File: src/rtl/hazard_forward_ctrl_if.sv
// Bundle between the pipeline registers and the hazard/forwarding controller.
// master = pipeline side, slave = controller side.
interface hazard_forward_ctrl_if #(
    parameter int unsigned REG_AW  = 5,
    parameter int unsigned NUM_SRC = 2,
    parameter int unsigned CNT_W   = 16
);
    logic                      id_valid;
    logic [NUM_SRC*REG_AW-1:0] id_rs;
    logic [NUM_SRC*REG_AW-1:0] ex_rs;
    logic [REG_AW-1:0]         ex_rd;
    logic                      ex_regwrite;
    logic                      ex_memread;
    logic [REG_AW-1:0]         mem_rd;
    logic                      mem_regwrite;
    logic                      mem_req;
    logic                      mem_ready;
    logic [REG_AW-1:0]         wb_rd;
    logic                      wb_regwrite;
    logic [NUM_SRC*2-1:0]      fwd_sel;
    logic                      stall_if;
    logic                      stall_id;
    logic                      flush_ex;
    logic                      freeze;
    logic                      mem_timeout;
    logic [CNT_W-1:0]          stall_cnt;

    modport master (
        output id_valid, id_rs, ex_rs, ex_rd, ex_regwrite, ex_memread,
               mem_rd, mem_regwrite, mem_req, mem_ready, wb_rd, wb_regwrite,
        input  fwd_sel, stall_if, stall_id, flush_ex, freeze, mem_timeout, stall_cnt
    );

    modport slave (
        input  id_valid, id_rs, ex_rs, ex_rd, ex_regwrite, ex_memread,
               mem_rd, mem_regwrite, mem_req, mem_ready, wb_rd, wb_regwrite,
        output fwd_sel, stall_if, stall_id, flush_ex, freeze, mem_timeout, stall_cnt
    );
endinterface

File: src/rtl/hazard_forward_ctrl.sv
// Hazard/forwarding controller: per-source forwarding, load-use stall and memory-wait freeze.
// Optional WB-bypass (select 11) enabled by defining HFC_WB_BYPASS_EN.
module hazard_forward_ctrl #(
    parameter int unsigned REG_AW       = 5,
    parameter int unsigned NUM_SRC      = 2,
    parameter int unsigned LOAD_USE_CYC = 1,
    parameter int unsigned MEM_TIMEOUT  = 64,
    parameter int unsigned CNT_W        = 16
) (
    input  logic                  clk,
    input  logic                  rst_n,
    hazard_forward_ctrl_if.slave  io_bus
);
    localparam int unsigned LU_W   = $clog2(LOAD_USE_CYC) + 1;
    localparam int unsigned WAIT_W = $clog2(MEM_TIMEOUT) + 1;

    typedef enum logic [1:0] {StRun, StLu, StWait} state_e;

    state_e               r_state, w_state_d;
    state_e               r_ret, w_ret_d;
    logic [LU_W-1:0]      r_lu_cnt, w_lu_cnt_d;
    logic [WAIT_W-1:0]    r_wait_cnt, w_wait_cnt_d;
    logic                 r_mem_timeout, w_mem_timeout_d;
    logic [CNT_W-1:0]     r_stall_cnt;
    logic [NUM_SRC*2-1:0] w_fwd_sel;
    logic                 w_lu_hit, w_lu, w_mem_busy, w_waiting;
    logic                 w_stall, w_flush, w_freeze;

`ifdef HFC_WB_BYPASS_EN
    logic [REG_AW-1:0]    r_wbx_rd;
    logic                 r_wbx_we;

    // Last-written WB destination, held while the pipeline is frozen.
    always_ff @(posedge clk or negedge rst_n) begin
        if (!rst_n) begin
            r_wbx_rd <= '0;
            r_wbx_we <= 1'b0;
        end else if (!w_freeze) begin
            r_wbx_rd <= io_bus.wb_rd;
            r_wbx_we <= io_bus.wb_regwrite;
        end
    end
`endif

    always_comb begin
        w_fwd_sel = '0;
        for (int i = 0; i < int'(NUM_SRC); i++) begin
            if (io_bus.mem_regwrite && (io_bus.mem_rd != '0) &&
                (io_bus.mem_rd == io_bus.ex_rs[i*REG_AW +: REG_AW])) begin
                w_fwd_sel[2*i +: 2] = 2'b10;
            end else if (io_bus.wb_regwrite && (io_bus.wb_rd != '0) &&
                         (io_bus.wb_rd == io_bus.ex_rs[i*REG_AW +: REG_AW])) begin
                w_fwd_sel[2*i +: 2] = 2'b01;
`ifdef HFC_WB_BYPASS_EN
            end else if (r_wbx_we && (r_wbx_rd != '0) &&
                         (r_wbx_rd == io_bus.ex_rs[i*REG_AW +: REG_AW])) begin
                w_fwd_sel[2*i +: 2] = 2'b11;
`endif
            end
        end
    end

    always_comb begin
        w_lu_hit = 1'b0;
        for (int i = 0; i < int'(NUM_SRC); i++) begin
            if (io_bus.id_rs[i*REG_AW +: REG_AW] == io_bus.ex_rd) w_lu_hit = 1'b1;
        end
    end

    assign w_lu = io_bus.id_valid & io_bus.ex_memread & io_bus.ex_regwrite &
                  (io_bus.ex_rd != '0) & w_lu_hit;
    assign w_mem_busy = io_bus.mem_req & ~io_bus.mem_ready;

    always_ff @(posedge clk or negedge rst_n) begin
        if (!rst_n) begin
            r_state       <= StRun;
            r_ret         <= StRun;
            r_lu_cnt      <= '0;
            r_wait_cnt    <= '0;
            r_mem_timeout <= 1'b0;
        end else begin
            r_state       <= w_state_d;
            r_ret         <= w_ret_d;
            r_lu_cnt      <= w_lu_cnt_d;
            r_wait_cnt    <= w_wait_cnt_d;
            r_mem_timeout <= w_mem_timeout_d;
        end
    end

    // wait_cnt counts waiting cycles including the one that entered WAIT.
    always_comb begin
        w_state_d    = r_state;
        w_ret_d      = r_ret;
        w_lu_cnt_d   = r_lu_cnt;
        w_wait_cnt_d = r_wait_cnt;
        case (r_state)
            StRun: begin
                if (w_mem_busy) begin
                    w_state_d    = StWait;
                    w_ret_d      = StRun;
                    w_wait_cnt_d = WAIT_W'(1);
                end else if (w_lu && (LOAD_USE_CYC > 1)) begin
                    w_state_d  = StLu;
                    w_lu_cnt_d = LU_W'(LOAD_USE_CYC - 1);
                end
            end
            StLu: begin
                if (w_mem_busy) begin
                    w_state_d    = StWait;
                    w_ret_d      = StLu;
                    w_wait_cnt_d = WAIT_W'(1);
                end else begin
                    w_lu_cnt_d = r_lu_cnt - 1'b1;
                    if (r_lu_cnt == LU_W'(1)) w_state_d = StRun;
                end
            end
            StWait: begin
                if (io_bus.mem_ready) begin
                    w_state_d    = r_ret;
                    w_wait_cnt_d = '0;
                end else if (r_wait_cnt != '1) begin
                    w_wait_cnt_d = r_wait_cnt + 1'b1;
                end
            end
            default: w_state_d = StRun;
        endcase
    end

    assign w_waiting = (r_state == StWait) ? ~io_bus.mem_ready : w_mem_busy;
    assign w_mem_timeout_d = r_mem_timeout |
                             (w_waiting & (w_wait_cnt_d >= WAIT_W'(MEM_TIMEOUT - 1)));

    always_comb begin
        w_stall  = 1'b0;
        w_flush  = 1'b0;
        w_freeze = 1'b0;
        case (r_state)
            StRun: begin
                if (w_mem_busy) begin
                    w_stall  = 1'b1;
                    w_freeze = 1'b1;
                end else if (w_lu) begin
                    w_stall = 1'b1;
                    w_flush = 1'b1;
                end
            end
            StLu: begin
                w_stall  = 1'b1;
                w_freeze = w_mem_busy;
                w_flush  = ~w_mem_busy;
            end
            StWait: begin
                w_stall  = 1'b1;
                w_freeze = 1'b1;
            end
            default: ;
        endcase
    end

    always_ff @(posedge clk or negedge rst_n) begin
        if (!rst_n) begin
            r_stall_cnt <= '0;
        end else if (w_stall && (r_stall_cnt != '1)) begin
            r_stall_cnt <= r_stall_cnt + 1'b1;
        end
    end

    assign io_bus.fwd_sel     = w_fwd_sel;
    assign io_bus.stall_if    = w_stall;
    assign io_bus.stall_id    = w_stall;
    assign io_bus.flush_ex    = w_flush;
    assign io_bus.freeze      = w_freeze;
    assign io_bus.mem_timeout = r_mem_timeout;
    assign io_bus.stall_cnt   = r_stall_cnt;
endmodule
File: src/flat_wrapper.sv
// flat-port wrapper written by rule: the top's interface ports become plain ports
module hazard_forward_ctrl_flat 
#(
    parameter int unsigned REG_AW       = 5,
    parameter int unsigned NUM_SRC      = 2,
    parameter int unsigned LOAD_USE_CYC = 1,
    parameter int unsigned MEM_TIMEOUT  = 64,
    parameter int unsigned CNT_W        = 16
)
  (clk, rst_n, io_bus_id_valid, io_bus_id_rs, io_bus_ex_rs, io_bus_ex_rd, io_bus_ex_regwrite, io_bus_ex_memread, io_bus_mem_rd, io_bus_mem_regwrite, io_bus_mem_req, io_bus_mem_ready, io_bus_wb_rd, io_bus_wb_regwrite, io_bus_fwd_sel, io_bus_stall_if, io_bus_stall_id, io_bus_flush_ex, io_bus_freeze, io_bus_mem_timeout, io_bus_stall_cnt);
  hazard_forward_ctrl_if #(.REG_AW(REG_AW), .NUM_SRC(NUM_SRC), .CNT_W(CNT_W)) io_bus_i ();
  input  logic clk;
  input  logic rst_n;
  input wire logic [$bits(io_bus_i.id_valid)-1:0] io_bus_id_valid;
  input wire logic [$bits(io_bus_i.id_rs)-1:0] io_bus_id_rs;
  input wire logic [$bits(io_bus_i.ex_rs)-1:0] io_bus_ex_rs;
  input wire logic [$bits(io_bus_i.ex_rd)-1:0] io_bus_ex_rd;
  input wire logic [$bits(io_bus_i.ex_regwrite)-1:0] io_bus_ex_regwrite;
  input wire logic [$bits(io_bus_i.ex_memread)-1:0] io_bus_ex_memread;
  input wire logic [$bits(io_bus_i.mem_rd)-1:0] io_bus_mem_rd;
  input wire logic [$bits(io_bus_i.mem_regwrite)-1:0] io_bus_mem_regwrite;
  input wire logic [$bits(io_bus_i.mem_req)-1:0] io_bus_mem_req;
  input wire logic [$bits(io_bus_i.mem_ready)-1:0] io_bus_mem_ready;
  input wire logic [$bits(io_bus_i.wb_rd)-1:0] io_bus_wb_rd;
  input wire logic [$bits(io_bus_i.wb_regwrite)-1:0] io_bus_wb_regwrite;
  output wire logic [$bits(io_bus_i.fwd_sel)-1:0] io_bus_fwd_sel;
  output wire logic [$bits(io_bus_i.stall_if)-1:0] io_bus_stall_if;
  output wire logic [$bits(io_bus_i.stall_id)-1:0] io_bus_stall_id;
  output wire logic [$bits(io_bus_i.flush_ex)-1:0] io_bus_flush_ex;
  output wire logic [$bits(io_bus_i.freeze)-1:0] io_bus_freeze;
  output wire logic [$bits(io_bus_i.mem_timeout)-1:0] io_bus_mem_timeout;
  output wire logic [$bits(io_bus_i.stall_cnt)-1:0] io_bus_stall_cnt;
  assign io_bus_i.id_valid = io_bus_id_valid;
  assign io_bus_i.id_rs = io_bus_id_rs;
  assign io_bus_i.ex_rs = io_bus_ex_rs;
  assign io_bus_i.ex_rd = io_bus_ex_rd;
  assign io_bus_i.ex_regwrite = io_bus_ex_regwrite;
  assign io_bus_i.ex_memread = io_bus_ex_memread;
  assign io_bus_i.mem_rd = io_bus_mem_rd;
  assign io_bus_i.mem_regwrite = io_bus_mem_regwrite;
  assign io_bus_i.mem_req = io_bus_mem_req;
  assign io_bus_i.mem_ready = io_bus_mem_ready;
  assign io_bus_i.wb_rd = io_bus_wb_rd;
  assign io_bus_i.wb_regwrite = io_bus_wb_regwrite;
  assign io_bus_fwd_sel = io_bus_i.fwd_sel;
  assign io_bus_stall_if = io_bus_i.stall_if;
  assign io_bus_stall_id = io_bus_i.stall_id;
  assign io_bus_flush_ex = io_bus_i.flush_ex;
  assign io_bus_freeze = io_bus_i.freeze;
  assign io_bus_mem_timeout = io_bus_i.mem_timeout;
  assign io_bus_stall_cnt = io_bus_i.stall_cnt;
  hazard_forward_ctrl #(.REG_AW(REG_AW), .NUM_SRC(NUM_SRC), .LOAD_USE_CYC(LOAD_USE_CYC), .MEM_TIMEOUT(MEM_TIMEOUT), .CNT_W(CNT_W)) u_core (.clk(clk), .rst_n(rst_n), .io_bus(io_bus_i));
endmodule
File: config.mk
export PLATFORM = sky130hd
export DESIGN_NAME = hazard_forward_ctrl_flat
export DESIGN_NICKNAME = d
export VERILOG_FILES = /design/src/rtl/hazard_forward_ctrl_if.sv /design/src/rtl/hazard_forward_ctrl.sv /design/src/flat_wrapper.sv
export SDC_FILE = /design/constraint.sdc
export NUM_CORES = 1
export LEC_CHECK = 0
export CORE_MARGIN = 2
export CORE_UTILIZATION = 45
export DETAILED_ROUTE_END_ITERATION = 7
export PLACE_DENSITY = 0.83
export SLEW_MARGIN = 25
export SYNTH_ARGS = -nofsm -noshare
export SYNTH_HDL_FRONTEND = slang
export SYNTH_SLANG_ARGS = --single-unit
File: constraint.sdc
create_clock -name clk -period 2.7 [get_ports clk]
set_input_delay 0.405 -clock clk [delete_from_list [all_inputs] [get_ports clk]]
set_output_delay 0.405 -clock clk [all_outputs]
set_load 0.02 [all_outputs]
==> impl_metrics.csv <==
group,metric,value,unit
layout,fin_nets,337,
setup_path,start_kind,"input port",
setup_path,cp.buffers_inverters,2,
clocking,cts_tree,"yes",
placement,place_inst,332,
placement,portBuffers,68,
setup_path,cp.arrival,2210,ps
floorplan,die_width,68.5,microns
clocking,numClockSinks,28,
clocking,clock_path_buffers,2,
yosys,avgSynthCellArea,9.35,sq um
route,post_drt_wl_per_cell,14.4,microns
placement,place_congestion,0.815,
sta,relSlewSlack,0.687,
yosys,ys_seq_area_frac,0.375,
sta,worstMarginPinSlew,468,ps
floorplan,core_area,0.00400,sq mm
layout,fillCellCount,292,
yosys,netlist_area,0.00187,sq mm
hold_path,hp-class,"input port to async pin",
floorplan,die_h,68.5,microns
yosys,synthMuxAreaShare,0.0114,
floorplan,ios,69,
job,drv_cap,0,
clocking,path_clk_slew,90,ps
yosys,synth_cell_types,35,
sta,period_share,0.970,
clocking,cts-buffers-inserted,3,
grt,grt_pass1_wl,7730,microns
power,p_leak,1.20,nW
yosys,synth_compound_area_frac,0.112,
floorplan,start_util,0.468,
floorplan,die_area,0.00469,sq mm
setup_path,cp-end-kind,"primary output",
clocking,cts_hold_buf,0,
sta,finClkSkew,4.60,ps
outcome,status,"finished, final reports clean",
grt,first_global_vias,1753,
sta,min_period,2620,ps
route,drt_first_pass_iters,4,
sta,timing.fmax,0.382,GHz
setup_path,crit_slowest_cell,"or4_2",
yosys,synth_top_family_by_area,"simple AND/OR/NAND/NOR gates",
route,vias,1787,
setup_path,required,2300,ps
layout,stdcell_count,336,
placement,hpwl,3830,microns
grt,antenna_found_initial,0,
route,routed_wl,4840,microns
yosys,synth-adder-area-share,0.0401,
route,drtAntennaViolNets,0,
placement,dp_slack,-417,ps
route,vias_per_cell,5.32,
layout,layout_common_cells,"clkdlybuf4s50_1, dfrtp_1, xor2_1",
layout,layout_commonest_cell,"clkdlybuf4s50_1",
setup_path,worstSetupPathType,"input port to primary output",
yosys,ys_warn_count,0,
yosys,synthCells,200,
power,vdd_drop_max,0.000861,V
route,drt_first_iter_violations,46,
clocking,cts_root_buffer,"clkbuf_8",
sta,hold_violations,0,
grt,track_usage,0.223,
sta,rsz0062_at_grt,"false",
yosys,synth-simple-area-share,0.225,
setup_path,path_delay_family,"simple AND/OR/NAND/NOR gates",
layout,areaGrowthSynthToFinish,49.0,%
grt,grt-ovfl-total,0,
clocking,worstSkewPairLatency,280,ps
floorplan,placement_rows,23,
clocking,cts_max_level,1,
layout,drive_above_1_share,0.122,
yosys,synth-xor-area-share,0.215,
sta,slew_viol_final,0,
setup_path,crit_fanout,3,
setup_path,critPathMostFrequentCell,"nor2_1",
route,drc,0,
yosys,synth-seq-cells,28,
power,power.density,712,mW/mm^2
grt,grt_max_degree,29,
yosys,syn_nets,250,
setup_path,slowest_delay,680,ps
layout,n_antenna_cell,0,
sta,finalSetupViolCount,0,
setup_path,cp_cell_sequence,"clkdlybuf4s50_1, or4_2, nor2_1, o31a_2, nor2_1, dlygate4sd2_1",
sta,timing.final.ws_setup,81.3,ps
## worst register-to-register path: stages (launching register included)
cell      delay [ps]
dfrtp_1          430
inv_1            130
ha_1             180
nand4_1          120
o31a_2           320
buf_4            140
a311oi_4         290
buf_12           180
mux2_2           330
## logic make-up after synthesis
kind of cell / Yosys count
xor gates and xnor gates: 46
AOI/OAI and AO/OA: 31
and+or+nand+nor: 79
adders and majority gates: 6
DFF: 28
muxes: 2
buffers and inverters: 8
## state kept, by name, indices dropped and copies added, names as in the netlist
name,cells
u_core.r_state,2
u_core.r_lu_cnt,1
u_core.r_ret,1
u_core.io_bus.stall_cnt,16
u_core.io_bus.mem_timeout,1
u_core.r_wait_cnt,7
## worst paths after layout
path	from	to	slack (ps)	depth (start not counted)
max	io_bus_ex_rd[1]	io_bus_flush_ex	80	6
min	rst_n	u_core.io_bus.stall_cnt[9]	490	2
max reg2reg	u_core.r_state[1]	u_core.io_bus.stall_cnt[1]	470	8
min reg2reg	u_core.io_bus.mem_timeout	u_core.io_bus.mem_timeout	490	2
max in group asynchronous	rst_n	u_core.r_state[1]	1950	2
min in group clk	u_core.io_bus.mem_timeout	u_core.io_bus.mem_timeout	490	2
## timing repair
item	in CTS	in global routing
gates resized for setup	11	8
endpoints found under the setup margin	5	6
cloned	0	0
pin swaps	0	0
setup buffers	0	0
## report_power, final
group	total (mW)	internal, mW	switching, mW	leakage, nW
logic	1.03	0.505	0.520	0.790
registers	0.629	0.512	0.117	0.373
clock network	0.330	0.199	0.132	0.0357
total	1.99	1.22	0.769	1.20
## per-layer routing
metal | track usage | vias to the layer above | wire, microns
met4 | 0.123 | 0 | 214
met1 | 0.251 | 834 | 1970
met3 | 0.0395 | 19 | 221
met2 | 0.397 | 52 | 2430
met5 | 0 | - | 0
li1 | - | 882 | -
## cell type report
class / instances / area [sq um] / area share
inverters: 5 / 18.8 / 0.00674
well taps: 50 / 62.6 / 0.0225
multi-input cells: 164 / 1130 / 0.405
clock buffers: 3 / 41.3 / 0.0148
clock inverters: 1 / 30.0 / 0.0108
flip-flops and latches: 28 / 701 / 0.251
repair buffers: 85 / 805 / 0.289
## cell usage after synthesis, drive strengths merged
master	n	area, sq um
a21oi	9	45.0
nand2b	3	18.8
o22a	1	8.76
nor2	19	71.3
and2	1	6.26
or4	5	38.8
and4	3	26.3
o21ai	10	50.1
nand4	8	50.1
o41ai	1	8.76
inv	5	18.8
buf	2	18.8
mux2i	1	10.0
xor2	25	219
a31oi	3	18.8
clkbuf	1	3.75
or2	2	12.5
nor3	2	20.0
nand3	14	70.1
and3	4	26.3
xnor2	21	184
nor4	4	25.0
dfrtp	28	701
a311oi	1	26.3
nor2b	1	6.26
o31ai	2	15.0
a41oi	1	8.76
a22oi	1	7.51
o31a	2	20.0
nand2	13	48.8
mux2	1	11.3
ha	6	75.1
## metrics by stage
step	util	power (mW)	cell area [sq um]	hold WS, ps	TNS (ps)
after floorplan	-	1.22	1870	109	0
after global placement	0.683	1.65	2730	458	-1200
after detailed placement	0.683	1.68	2730	472	-2170
after CTS	0.700	2.01	2800	494	0
after global routing	0.697	2.11	2790	516	0
final	0.697	1.99	2790	486	0
Power figures use the tool's default switching activity.
